### src/rtl/project_types.sv
// Shared types for the MEM-stage data-bus adapter: op codes, FSM states, pipeline bundles.
package project_types;

  localparam int unsigned DBUS_BE_W  = 4;
  localparam int unsigned DATA_W     = 32;
  localparam int unsigned REG_ADDR_W = 5;

  typedef enum logic {
    RST_DISABLE = 1'b0,
    RST_ENABLE  = 1'b1
  } reset_status_t;

  typedef enum logic [3:0] {
    MEM_NOP = 4'd0,
    MEM_LB  = 4'd1,
    MEM_LBU = 4'd2,
    MEM_LH  = 4'd3,
    MEM_LHU = 4'd4,
    MEM_LW  = 4'd5,
    MEM_SB  = 4'd6,
    MEM_SH  = 4'd7,
    MEM_SW  = 4'd8
  } mem_op_t;

  typedef enum logic [1:0] {
    IDLE = 2'd0,
    BUSY = 2'd1,
    DONE = 2'd2
  } mem_state_t;

  typedef struct packed {
    logic                  we;
    logic [REG_ADDR_W-1:0] addr;
    logic [DATA_W-1:0]     data;
  } reg_t;

  typedef struct packed {
    logic              we;
    logic [DATA_W-1:0] hi;
    logic [DATA_W-1:0] lo;
  } hilo_t;

  function automatic logic is_load(mem_op_t op);
    return op inside {MEM_LB, MEM_LBU, MEM_LH, MEM_LHU, MEM_LW};
  endfunction

  function automatic logic is_store(mem_op_t op);
    return op inside {MEM_SB, MEM_SH, MEM_SW};
  endfunction

endpackage

### src/rtl/mem_align.sv
// Combinational byte-lane logic: bus byte enables, store-data replication and
// load-data extraction with sign/zero extension (little-endian lanes).
module mem_align
  import project_types::*;
(
  input  mem_op_t              op,
  input  logic [1:0]           addr_lo,
  input  logic [DATA_W-1:0]    sdata,
  input  logic [DATA_W-1:0]    rdata,
  output logic [DBUS_BE_W-1:0] be,
  output logic [DATA_W-1:0]    wdata,
  output logic [DATA_W-1:0]    ldata
);

  logic [1:0]  lane;
  logic [7:0]  byte_sel;
  logic [15:0] half_sel;

  // Halfword/word accesses ignore the low address bits they cannot use.
  always_comb begin
    lane = addr_lo;
    if (op inside {MEM_LH, MEM_LHU, MEM_SH}) begin
      lane = {addr_lo[1], 1'b0};
    end else if (op inside {MEM_LW, MEM_SW}) begin
      lane = 2'b00;
    end
  end

  always_comb begin
    case (lane)
      2'd0:    byte_sel = rdata[7:0];
      2'd1:    byte_sel = rdata[15:8];
      2'd2:    byte_sel = rdata[23:16];
      default: byte_sel = rdata[31:24];
    endcase
    half_sel = lane[1] ? rdata[31:16] : rdata[15:0];
  end

  always_comb begin
    be    = '0;
    wdata = '0;
    ldata = '0;
    case (op)
      MEM_LB: begin
        be    = DBUS_BE_W'(4'b0001 << lane);
        ldata = {{24{byte_sel[7]}}, byte_sel};
      end
      MEM_LBU: begin
        be    = DBUS_BE_W'(4'b0001 << lane);
        ldata = {24'd0, byte_sel};
      end
      MEM_LH: begin
        be    = lane[1] ? 4'b1100 : 4'b0011;
        ldata = {{16{half_sel[15]}}, half_sel};
      end
      MEM_LHU: begin
        be    = lane[1] ? 4'b1100 : 4'b0011;
        ldata = {16'd0, half_sel};
      end
      MEM_LW: begin
        be    = 4'b1111;
        ldata = rdata;
      end
      MEM_SB: begin
        be    = DBUS_BE_W'(4'b0001 << lane);
        wdata = {4{sdata[7:0]}};
      end
      MEM_SH: begin
        be    = lane[1] ? 4'b1100 : 4'b0011;
        wdata = {2{sdata[15:0]}};
      end
      MEM_SW: begin
        be    = 4'b1111;
        wdata = sdata;
      end
      default: ;
    endcase
  end

endmodule

### src/rtl/mem_dbus.sv
// MEM-stage data-bus adapter: IDLE/BUSY/DONE handshake with timeout and load write-back.
// Optional MEM_ADDR_EXC_EN adds misaligned-address exceptions instead of low-bit forcing.
module mem_dbus
  import project_types::*;
#(
  parameter int unsigned ADDR_W         = 32,
  parameter int unsigned TIMEOUT_CYCLES = 255
) (
  input  logic                 clk,
  input  reset_status_t        rst,
  input  reg_t                 mem_wreg_i,
  input  hilo_t                mem_hilo_i,
  input  mem_op_t              mem_op_i,
  input  logic [ADDR_W-1:0]    mem_addr_i,
  input  logic [DATA_W-1:0]    mem_sdata_i,
  output logic                 dbus_req_o,
  output logic                 dbus_we_o,
  output logic [ADDR_W-1:0]    dbus_addr_o,
  output logic [DBUS_BE_W-1:0] dbus_be_o,
  output logic [DATA_W-1:0]    dbus_wdata_o,
  input  logic [DATA_W-1:0]    dbus_rdata_i,
  input  logic                 dbus_ack_i,
  output logic                 stall_req_o,
  output reg_t                 mem_wreg_o,
  output hilo_t                mem_hilo_o,
  output logic                 bus_err_o
`ifdef MEM_ADDR_EXC_EN
  ,
  output logic                 exc_adel_o,
  output logic                 exc_ades_o,
  output logic [ADDR_W-1:0]    badvaddr_o
`endif
);

  localparam int unsigned CNT_W = 16;

  mem_state_t           state;
  logic [CNT_W-1:0]     cnt;
  logic [DATA_W-1:0]    rdata_q;
  logic                 err_q;
  logic                 addr_exc;
  logic [DBUS_BE_W-1:0] be;
  logic [DATA_W-1:0]    wdata;
  logic [DATA_W-1:0]    ldata;

  mem_align u_align (
    .op      (mem_op_i),
    .addr_lo (mem_addr_i[1:0]),
    .sdata   (mem_sdata_i),
    .rdata   (rdata_q),
    .be      (be),
    .wdata   (wdata),
    .ldata   (ldata)
  );

`ifdef MEM_ADDR_EXC_EN
  logic adel;
  logic ades;
  logic exc_live;

  assign adel = ((mem_op_i inside {MEM_LH, MEM_LHU}) && mem_addr_i[0]) ||
                ((mem_op_i == MEM_LW) && (mem_addr_i[1:0] != 2'b00));
  assign ades = ((mem_op_i == MEM_SH) && mem_addr_i[0]) ||
                ((mem_op_i == MEM_SW) && (mem_addr_i[1:0] != 2'b00));
  assign addr_exc   = adel || ades;
  assign exc_live   = (rst == RST_DISABLE) && (state == IDLE);
  assign exc_adel_o = exc_live && adel;
  assign exc_ades_o = exc_live && ades;
  assign badvaddr_o = (exc_live && addr_exc) ? mem_addr_i : '0;
`else
  assign addr_exc = 1'b0;
`endif

  // Timeout fires on the BUSY cycle where the count would reach TIMEOUT_CYCLES.
  always_ff @(posedge clk) begin
    if (rst == RST_ENABLE) begin
      state   <= IDLE;
      cnt     <= '0;
      rdata_q <= '0;
      err_q   <= 1'b0;
    end else begin
      case (state)
        IDLE: begin
          if ((mem_op_i != MEM_NOP) && !addr_exc) state <= BUSY;
        end
        BUSY: begin
          if (dbus_ack_i) begin
            rdata_q <= dbus_rdata_i;
            state   <= DONE;
          end else if ((cnt + CNT_W'(1)) == CNT_W'(TIMEOUT_CYCLES)) begin
            err_q <= 1'b1;
            state <= DONE;
          end else begin
            cnt <= cnt + CNT_W'(1);
          end
        end
        DONE: begin
          state <= IDLE;
          cnt   <= '0;
          err_q <= 1'b0;
        end
        default: state <= IDLE;
      endcase
    end
  end

  // Outputs are decoded from state so NOPs pass through with zero latency.
  always_comb begin
    dbus_req_o   = 1'b0;
    dbus_we_o    = 1'b0;
    dbus_addr_o  = '0;
    dbus_be_o    = '0;
    dbus_wdata_o = '0;
    stall_req_o  = 1'b0;
    mem_wreg_o   = '0;
    mem_hilo_o   = '0;
    bus_err_o    = 1'b0;
    if (rst == RST_DISABLE) begin
      mem_hilo_o = mem_hilo_i;
      mem_wreg_o = mem_wreg_i;
      case (state)
        IDLE: begin
          if (mem_op_i != MEM_NOP) begin
            mem_wreg_o.we = 1'b0;
            stall_req_o   = !addr_exc;
          end
        end
        BUSY: begin
          dbus_req_o    = 1'b1;
          dbus_we_o     = is_store(mem_op_i);
          dbus_addr_o   = {mem_addr_i[ADDR_W-1:2], 2'b00};
          dbus_be_o     = be;
          dbus_wdata_o  = wdata;
          stall_req_o   = 1'b1;
          mem_wreg_o.we = 1'b0;
        end
        DONE: begin
          bus_err_o = err_q;
          if (is_load(mem_op_i)) begin
            mem_wreg_o.data = ldata;
            mem_wreg_o.we   = mem_wreg_i.we && !err_q;
          end
        end
        default: ;
      endcase
    end
  end

endmodule

### config.mk
export PLATFORM = sky130hd
export DESIGN_NAME = mem_dbus
export DESIGN_NICKNAME = d
export VERILOG_FILES = /design/src/rtl/project_types.sv /design/src/rtl/mem_align.sv /design/src/rtl/mem_dbus.sv
export SDC_FILE = /design/constraint.sdc
export NUM_CORES = 1
export LEC_CHECK = 0
export BUFFER_PORTS_ARGS = -buffer_cell sky130_fd_sc_hd__buf_4
export CELL_PAD_IN_SITES_DETAIL_PLACEMENT = 0
export CELL_PAD_IN_SITES_GLOBAL_PLACEMENT = 1
export CORE_AREA = 2 2 148 150
export DETAILED_ROUTE_END_ITERATION = 8
export DIE_AREA = 0 0 150 152
export MAX_ROUTING_LAYER = met4
export PLACE_DENSITY = 0.75
export SLEW_MARGIN = 10
export SYNTH_ARGS = -nofsm -noshare
export SYNTH_HDL_FRONTEND = slang
export SYNTH_SLANG_ARGS = --single-unit
### constraint.sdc
create_clock -name clk -period 4.6 [get_ports clk]
set_clock_uncertainty 0.2 [all_clocks]
set_input_delay 0.23 -clock clk [delete_from_list [all_inputs] [get_ports clk]]
set_output_delay 0.23 -clock clk [all_outputs]
set_load 0.05 [all_outputs]
[Yosys cells after proc, flatten, opt, wreduce, memory -nomap -nowiden]
Index checks and enable logic that the tools add are counted.
Storage, ports and cells
  bits in registers: 51
  output and inout port bits: 175
  logic and storage cells: 81
Operators by class
  add/subtract/negate cells: 1
  eq/ne operators: 18
  shift-type cells: 1
  muxes and demuxes: 40
  reductions and logical operators: 17
Operators by type and width (number)
  32-bit two-way mux: 6
  32-bit case mux with 5 select lines: 1
  32-bit case mux with 3 select lines: 1
  65-bit two-way mux: 1
  16-bit two-way mux: 3
  38-bit two-way mux: 1
  16-bit case mux with 2 select lines: 1
  8-bit case mux with 3 select lines: 1
  16-bit by 1-bit adder with 16-bit output, second input constant: 1
  16-bit by 8-bit == test with 1-bit output, second input constant: 1
  4-bit by 3-bit == test with 1-bit output, second input constant: 4
  1-bit two-way mux: 12
  4-bit two-way mux: 3
  4-bit case mux with 3 select lines: 1
  2-bit two-way mux: 5
  4-bit by 2-bit == test with 1-bit output, second input constant: 2
  2-bit inequality test, second input constant: 4
  3-bit AND reduction: 2
  3-bit nonzero test: 2
  3-bit OR reduction: 2
  5-bit nonzero test: 1
  2-bit by 1-bit == test with 1-bit output, second input constant: 2
  2-bit == test, second input constant: 2
  4-bit by 1-bit == test with 1-bit output, second input constant: 1
  13 further kinds: 17

[Longest topological paths before layout]
Gate-level depths: netlist of the first run.
  depth in word-level cells: 10
  depth in mapped cells: 8
  gate-level depth less buffers: 7

[By module]
From an unflattened synthesis of the first run, not the netlist that was laid out.
Second synthesis, totals
  cell total of the unflattened synthesis: 756
  area, all modules: 5004.8 um2
By module, submodules not included
  mem_dbus: instances 1, cells each 566, area an instance 3776.1 um2
  mem_align: instances 1, cells each 190, area an instance 1228.7 um2

[Least setup slack after synthesis of the first run]
No wires, ideal clock.
  kind: input-to-output
  start: input mem_op_i[1]
  end: output mem_wreg_o[37] (netlist name)
  data arrival time: 3380 ps
  required time: 4170 ps
  setup slack: 790 ps
  stages on the path: 4
  cell sequence: buf_2 -> buf_1 -> a2111oi_1 -> a2111oi_0
RTL lines
  start, declared: line mem_dbus.sv:13  | input mem_op_t mem_op_i,
  end, declared: line mem_dbus.sv:24  | output reg_t mem_wreg_o,

==> results of run 1 <==
==> metrics by stage <==
stage	setup slack [ns]	utilization [%]	hold slack, ns	instance area (um^2)	total power [mW]
2_1_floorplan	0.7896	-	0.1538	4743	0.9122
3_3_place_gp	1.345	36.12	0.2538	7712	1.208
3_5_place_dp	1.327	36.12	0.2615	7712	1.210
4_1_cts	1.284	38.19	0.0001901	8154	1.624
5_1_grt	1.073	38.19	0.007908	8154	1.679
6_report	1.280	38.19	0.002972	8154	1.607
==> area by class of cell <==
type                            instances  area, um^2  area share, %
Inverter                                6       22.52         0.2762
Tap cell                              280       350.3          4.296
Clock inverter                          3       26.28         0.3222
Timing Repair Buffer                  414        3181          39.01
Sequential cell                        51        1021          12.52
Clock buffer                            5       125.1          1.534
Multi-Input combinational cell        594        3428          42.04
==> cells in the mapped netlist (2+ instances only) <==
cell type and instances:
nand3b_1 3, o311ai_0 2, nor2b_1 78, a221oi_1 7, inv_1 5, and2_1 44
nand3_1 20, nor3_1 14, nand2b_1 10, buf_1 4, nand4_1 2, and3_1 4
nor2_1 101, a211oi_1 32, mux2i_1 8, nor3b_1 8, ha_1 2, a22oi_1 23
or2_2 2, nand2_1 103, o21ai_0 11, a2111oi_0 2, a31oi_1 9, xnor2_1 5
a21o_1 4, mux2_2 8, dfxtp_1 51, a21oi_1 51, buf_2 2, o211ai_1 8
or4_4 2, o21a_1 4, or3b_1 2, buf_4 4, clkbuf_1 47
==> registers in the layout (all words and copies together) (netlist names) <==
signal	flops
cnt	16
rdata_q	32
err_q	1
state	2
==> cells by family (layout without fill, tap and decap cells) <==
group / count (synthesis) / in the layout / share of synthesized area (%)
AND/OR/NAND/NOR: 399 / 399 / 41.79
AO/OA/AOI/OAI: 167 / 167 / 24.50
buffers and inverters: 66 / 428 / 6.309
flip-flops: 51 / 51 / 21.54
multiplexers: 18 / 18 / 4.145
XOR/XNOR: 6 / 6 / 1.109
adder cells (fa/ha/maj): 2 / 2 / 0.5279
other: 1 / 2 / 0.07912
==> repair_timing <==
item / in CTS / in global routing
hold buffers: 29 / 0
gates resized for setup: 0 / 0
endpoints found under the hold margin: 29 / 0
==> worst reg2reg max path: stages, from the launching register on <==
cell and delay (ns):
dfxtp_1 0.42, ha_1 0.22, inv_1 0.09, or4_4 0.56, nor3b_1 0.16, o2111ai_1 0.38, o211ai_1 0.15, mux2_1 0.34
==> power breakdown <==
| part | internal [mW] | total, mW | switching, mW |
|---|---|---|---|
| combinational | 0.286 | 0.737 | 0.450 |
| clock | 0.207 | 0.390 | 0.183 |
| sequential | 0.457 | 0.480 | 0.0227 |
| total | 0.951 | 1.61 | 0.656 |
==> worst paths after layout <==
kind / start / to / slack [ns]
hold / removal: dbus_rdata_i[31] / rdata_q[31] / 0.003
setup reg to reg: cnt[0] / cnt[2] / 1.98
setup / recovery: state[0] / mem_wreg_o[23] / 1.28
hold reg to reg: err_q / err_q / 0.28
==> per-layer routing <==
metal  GRT usage, %  wire length, um
met1          22.49             8827
met2          31.94            10990
met3          3.243             1948
met4          4.133              402
met5              -                0
==> results.toml, run 1 <==
[outcome]
status = "finished, final reports clean"

[die]
dieArea_mm2 = 0.02280
ios = 381
die_x_um = 150
start_util_pct = 22.20
core.rowCount = 54
die_h_um = 152
core-area_mm2 = 0.02135

[final_layout]
drive_gt1_share_pct = 38.68
final_cells = 1353
final_cell_mix = "buf_4, nand2_1, nor2_1"
num-fill-cells = 2346
nNetsFinal = 1280
synthToLayoutAreaGrowth_pct = 72.04
num_antenna_cells = 0
layout_commonest_cell = "buf_4"

[synthesis]
synth-edff-count = 0
synth_ff_type = "dfxtp_1"
synth-seq-cells = 51
yosys.area.top_type_share_pct = 21.54
synth.area.top_cells = "dfxtp_1, nor2b_1, nand2_1, nor2_1, and2_1"
synthCells = 710
netlist_area_mm2 = 0.004740
async_flop_share_pct = 0
synth_cell_types = 63
ys_seq_area_share_pct = 21.54
yosysTopAreaCell = "dfxtp_1"
yosys_warnings = 0
synth.avg_cell_area_um2 = 6.675

[place]
dp_hpwl_um = 17780
portBuffers = 378
gp_congestion = 0.9368
dp.cells = 1316

[clocking]
clock_sinks = 51
postCtsSetupRepairBufs = 0
htreeDepth = 2
cts_tree = "yes"
clk_latency_ns = 0.29
cts_root_buf = "clkbuf_16"
clock_tree.buffer_depth = 2
cts_buffers = 5
clk_pin_slew_worst_paths_ns = 0.07

[worst_setup_path]
crit_fanout = 16
reg2reg_depth = 7
cp_top_family = "compound AO/OA/AOI/OAI gates"
worstPathArrival_ns = 2.89
critPathBufInv = 1
start_kind = "flip-flop"
crit_cells = 5
path_cells = "nand2b_1 -> a2111o_1 -> a311oi_4 -> a211oi_1 -> buf_4"
crit_path_end_kind = "output port"
max_stage_delay_ns = 0.71
slowest_stage = "a311oi_4"
required_ns = 4.17
crit_type = "flip-flop to output port"

[drt]
viasPerCell = 4.712
wl_per_cell_um = 16.38
drt-pass1-iter-count = 5
antenna_left = 0
drc = 0
totalWireLength_um = 22160
vias = 6376
drt_iter0_drc = 332

[sta]
max_slew_margin_pct = 24.69
setup_violations = 0
rsz0062_at_grt = "no"
min_period_over_period_pct = 72.18
fmax_ghz = 0.3012
worst_slew_pin_slew_ns = 1.127
fin_crit_ns = 3.320
tns_ns = 0
slew_viol_final = 0
hold_violations = 0

[global_route]
grt_usage_pct = 18.55
overflow = 0
antenna_found_initial = 0
grt_pass1_vias = 6031
grt_max_degree = 88
grt_pass1_wl_um = 32920

[power]
vdd_drop_max_uv = 139.4
p_leak_nw = 3.555
p_per_area_mw_per_mm2 = 197.1

[min_path]
min_path_type = "primary input to flip-flop"
min_path_cells = 3

[run]
drv_cap = 0
Power figures use the tool's default switching activity.
==> run 2: changes to the inputs <==
--- a/config.mk
+++ b/config.mk
@@ -8,11 +8,11 @@
 export BUFFER_PORTS_ARGS = -buffer_cell sky130_fd_sc_hd__buf_4
 export CELL_PAD_IN_SITES_DETAIL_PLACEMENT = 0
 export CELL_PAD_IN_SITES_GLOBAL_PLACEMENT = 1
-export CORE_AREA = 2 2 148 150
+export CORE_MARGIN = 2
+export CORE_UTILIZATION = 23
 export DETAILED_ROUTE_END_ITERATION = 8
-export DIE_AREA = 0 0 150 152
 export MAX_ROUTING_LAYER = met4
-export PLACE_DENSITY = 0.75
+export PLACE_DENSITY = 0.79
 export SLEW_MARGIN = 10
 export SYNTH_ARGS = -nofsm -noshare
 export SYNTH_HDL_FRONTEND = slang
==> constraint.sdc (replaced) <==
create_clock -name clk -period 2.95 [get_ports clk]
set_clock_uncertainty 0.2 [all_clocks]
set_input_delay 0.1475 -clock clk [delete_from_list [all_inputs] [get_ports clk]]
set_output_delay 0.1475 -clock clk [all_outputs]
set_load 0.05 [all_outputs]
==> run 2 against run 1 <==
- clock power is 73% higher
- setup slack got worse by 1.0 ns
- via count is 1.8% higher
- routed wire length is essentially flat
- first-iteration DRC count rose by 8.7%
- utilization up 3.9 points
- largest power group unchanged
- highest routed layer unchanged
==> results.toml, run 2 (synthesized netlist as in run 1, its figures left out) <==
[place]
dp.cells = 1326
gp_congestion = 0.8138
postPlaceCellArea_mm2 = 0.008014
dp_hpwl_um = 17430
portBuffers = 378
place_ws_ns = 0.3640

[die]
start_util_pct = 23.42
die_h_um = 147.6
ios = 381
dieArea_mm2 = 0.02177
die_x_um = 147.6
core-area_mm2 = 0.02023
core.rowCount = 52

[global_route]
grt_usage_pct = 19.83
grt_pass1_wl_um = 34060
grt_pass1_vias = 6319
grt_max_degree = 67
antenna_found_initial = 0
overflow = 0

[power]
pwr-share-comb_pct = 45.6
swShare_pct = 39.08
intPower_mw = 1.590
p_seq_share_pct = 28.5
vdd_drop_max_uv = 297.7
power_mw = 2.610
p_per_area_mw_per_mm2 = 306.5
p_leak_nw = 3.714
p_switching_mw = 1.020
p_clk_share_pct = 25.9

[worst_setup_path]
crit_type = "flip-flop to output port"
timing.rr.end = "cnt[2]"
required_ns = 2.60
crit_path_end_kind = "output port"
reg2reg_depth = 7
crit_fanout = 10
r2r_slack_ns = 0.35
r2r-start = "cnt[1]"
worstPathArrival_ns = 2.36
start_kind = "flip-flop"

[sta]
tns_ns = 0
max_slew_margin_pct = 55.63
fin_crit_ns = 2.710
fin_ws_ns = 0.2396
worst_slew_pin_slew_ns = 0.6656
slew_viol_final = 0
fmax_ghz = 0.3689
rsz0062_at_grt = "no"
holdWs_ns = 0.03384
min_period_over_period_pct = 91.88
setup_violations = 0
hold_violations = 0

[final_layout]
design_area_mm2 = 0.008517
layout_commonest_cell = "buf_4"
final_cell_mix = "buf_4, nand2_1, nor2_1"
top_regs = "rdata_q x32, cnt x16, state x2"
drive_gt1_share_pct = 42.39
nNetsFinal = 1304
finalCoreUtilization_pct = 42.09
max_flop_register = "rdata_q"
synthToLayoutAreaGrowth_pct = 79.70
largest_reg_flops = 32
num_antenna_cells = 0
final_cells = 1367

[min_path]
hold_end = "cnt[5]"
min_path_cells = 2
min_path_type = "primary input to flip-flop"
min_from = "rst"

[clocking]
clk_latency_ns = 0.29
clock_tree.buffer_depth = 2
clk_pin_slew_worst_paths_ns = 0.07
htreeDepth = 2
cts_tree = "yes"
postCtsSetupRepairBufs = 0
clock_sinks = 51
cts_root_buf = "clkbuf_16"
cts_buffers = 5

[drt]
totalWireLength_um = 22140
drc = 0
drt_iter0_drc = 361
viasPerCell = 4.748
antenna_left = 0
drt-pass1-iter-count = 5
wl_per_cell_um = 16.20
vias = 6490

[outcome]
status = "finished, final reports clean"

[run]
drv_cap = 0
[run 2: final cells by class]
type | instances | area (um^2)
sequential | 51 | 1021
multi-input combinational | 594 | 3580
fill | 2145 | 11720
timing repair buffer | 438 | 3383
tap | 270 | 337.8
inverter | 6 | 22.52
clock inverter | 3 | 47.55
clock buffer | 5 | 125.1
[run 2: worst max path at each step]
stage                     cells after the start   startpoint  slack [ns]             end
after floorplan                               7  mem_op_i[0]       -0.15   mem_wreg_o[8]
after global placement                        9  mem_op_i[3]        0.40  mem_wreg_o[25]
after detailed placement                      7       cnt[1]        0.36          cnt[2]
after CTS                                     6     state[0]        0.25   mem_wreg_o[7]
after global routing                          6     state[0]        0.16   mem_wreg_o[7]
final                                         6     state[0]        0.24   mem_wreg_o[7]
[run 2: power by group through the flow]
stage	sequential (mW)	combinational [mW]	clock, mW
CTS	0.744	1.20	0.697
detailed placement	0.760	1.16	0
global route	0.749	1.26	0.726
finish	0.745	1.19	0.676
global placement	0.759	1.15	0
floorplan	0.747	0.692	0
[run 2: timing repair]
| action | in CTS | in global routing |
|---|---|---|
| resized for setup | 0 | 0 |
| hold buffers | 33 | 0 |
| hold endpoints to repair | 33 | 0 |
[run 2: layer usage]
metal | global-route usage [%] | routed length [um]
met5 | - | 0
met4 | 3.413 | 280
met3 | 4.167 | 1683
met2 | 32.53 | 10670
met1 | 25.55 | 9507
[run 2: worst max-delay path, cell delays in order, from the launching register on]
cell      delay [ns]
dfxtp_1         0.39
nand2b_1        0.23
a2111o_1        0.56
a221o_1         0.33
a31oi_1         0.28
nor3_2          0.08
buf_4           0.20
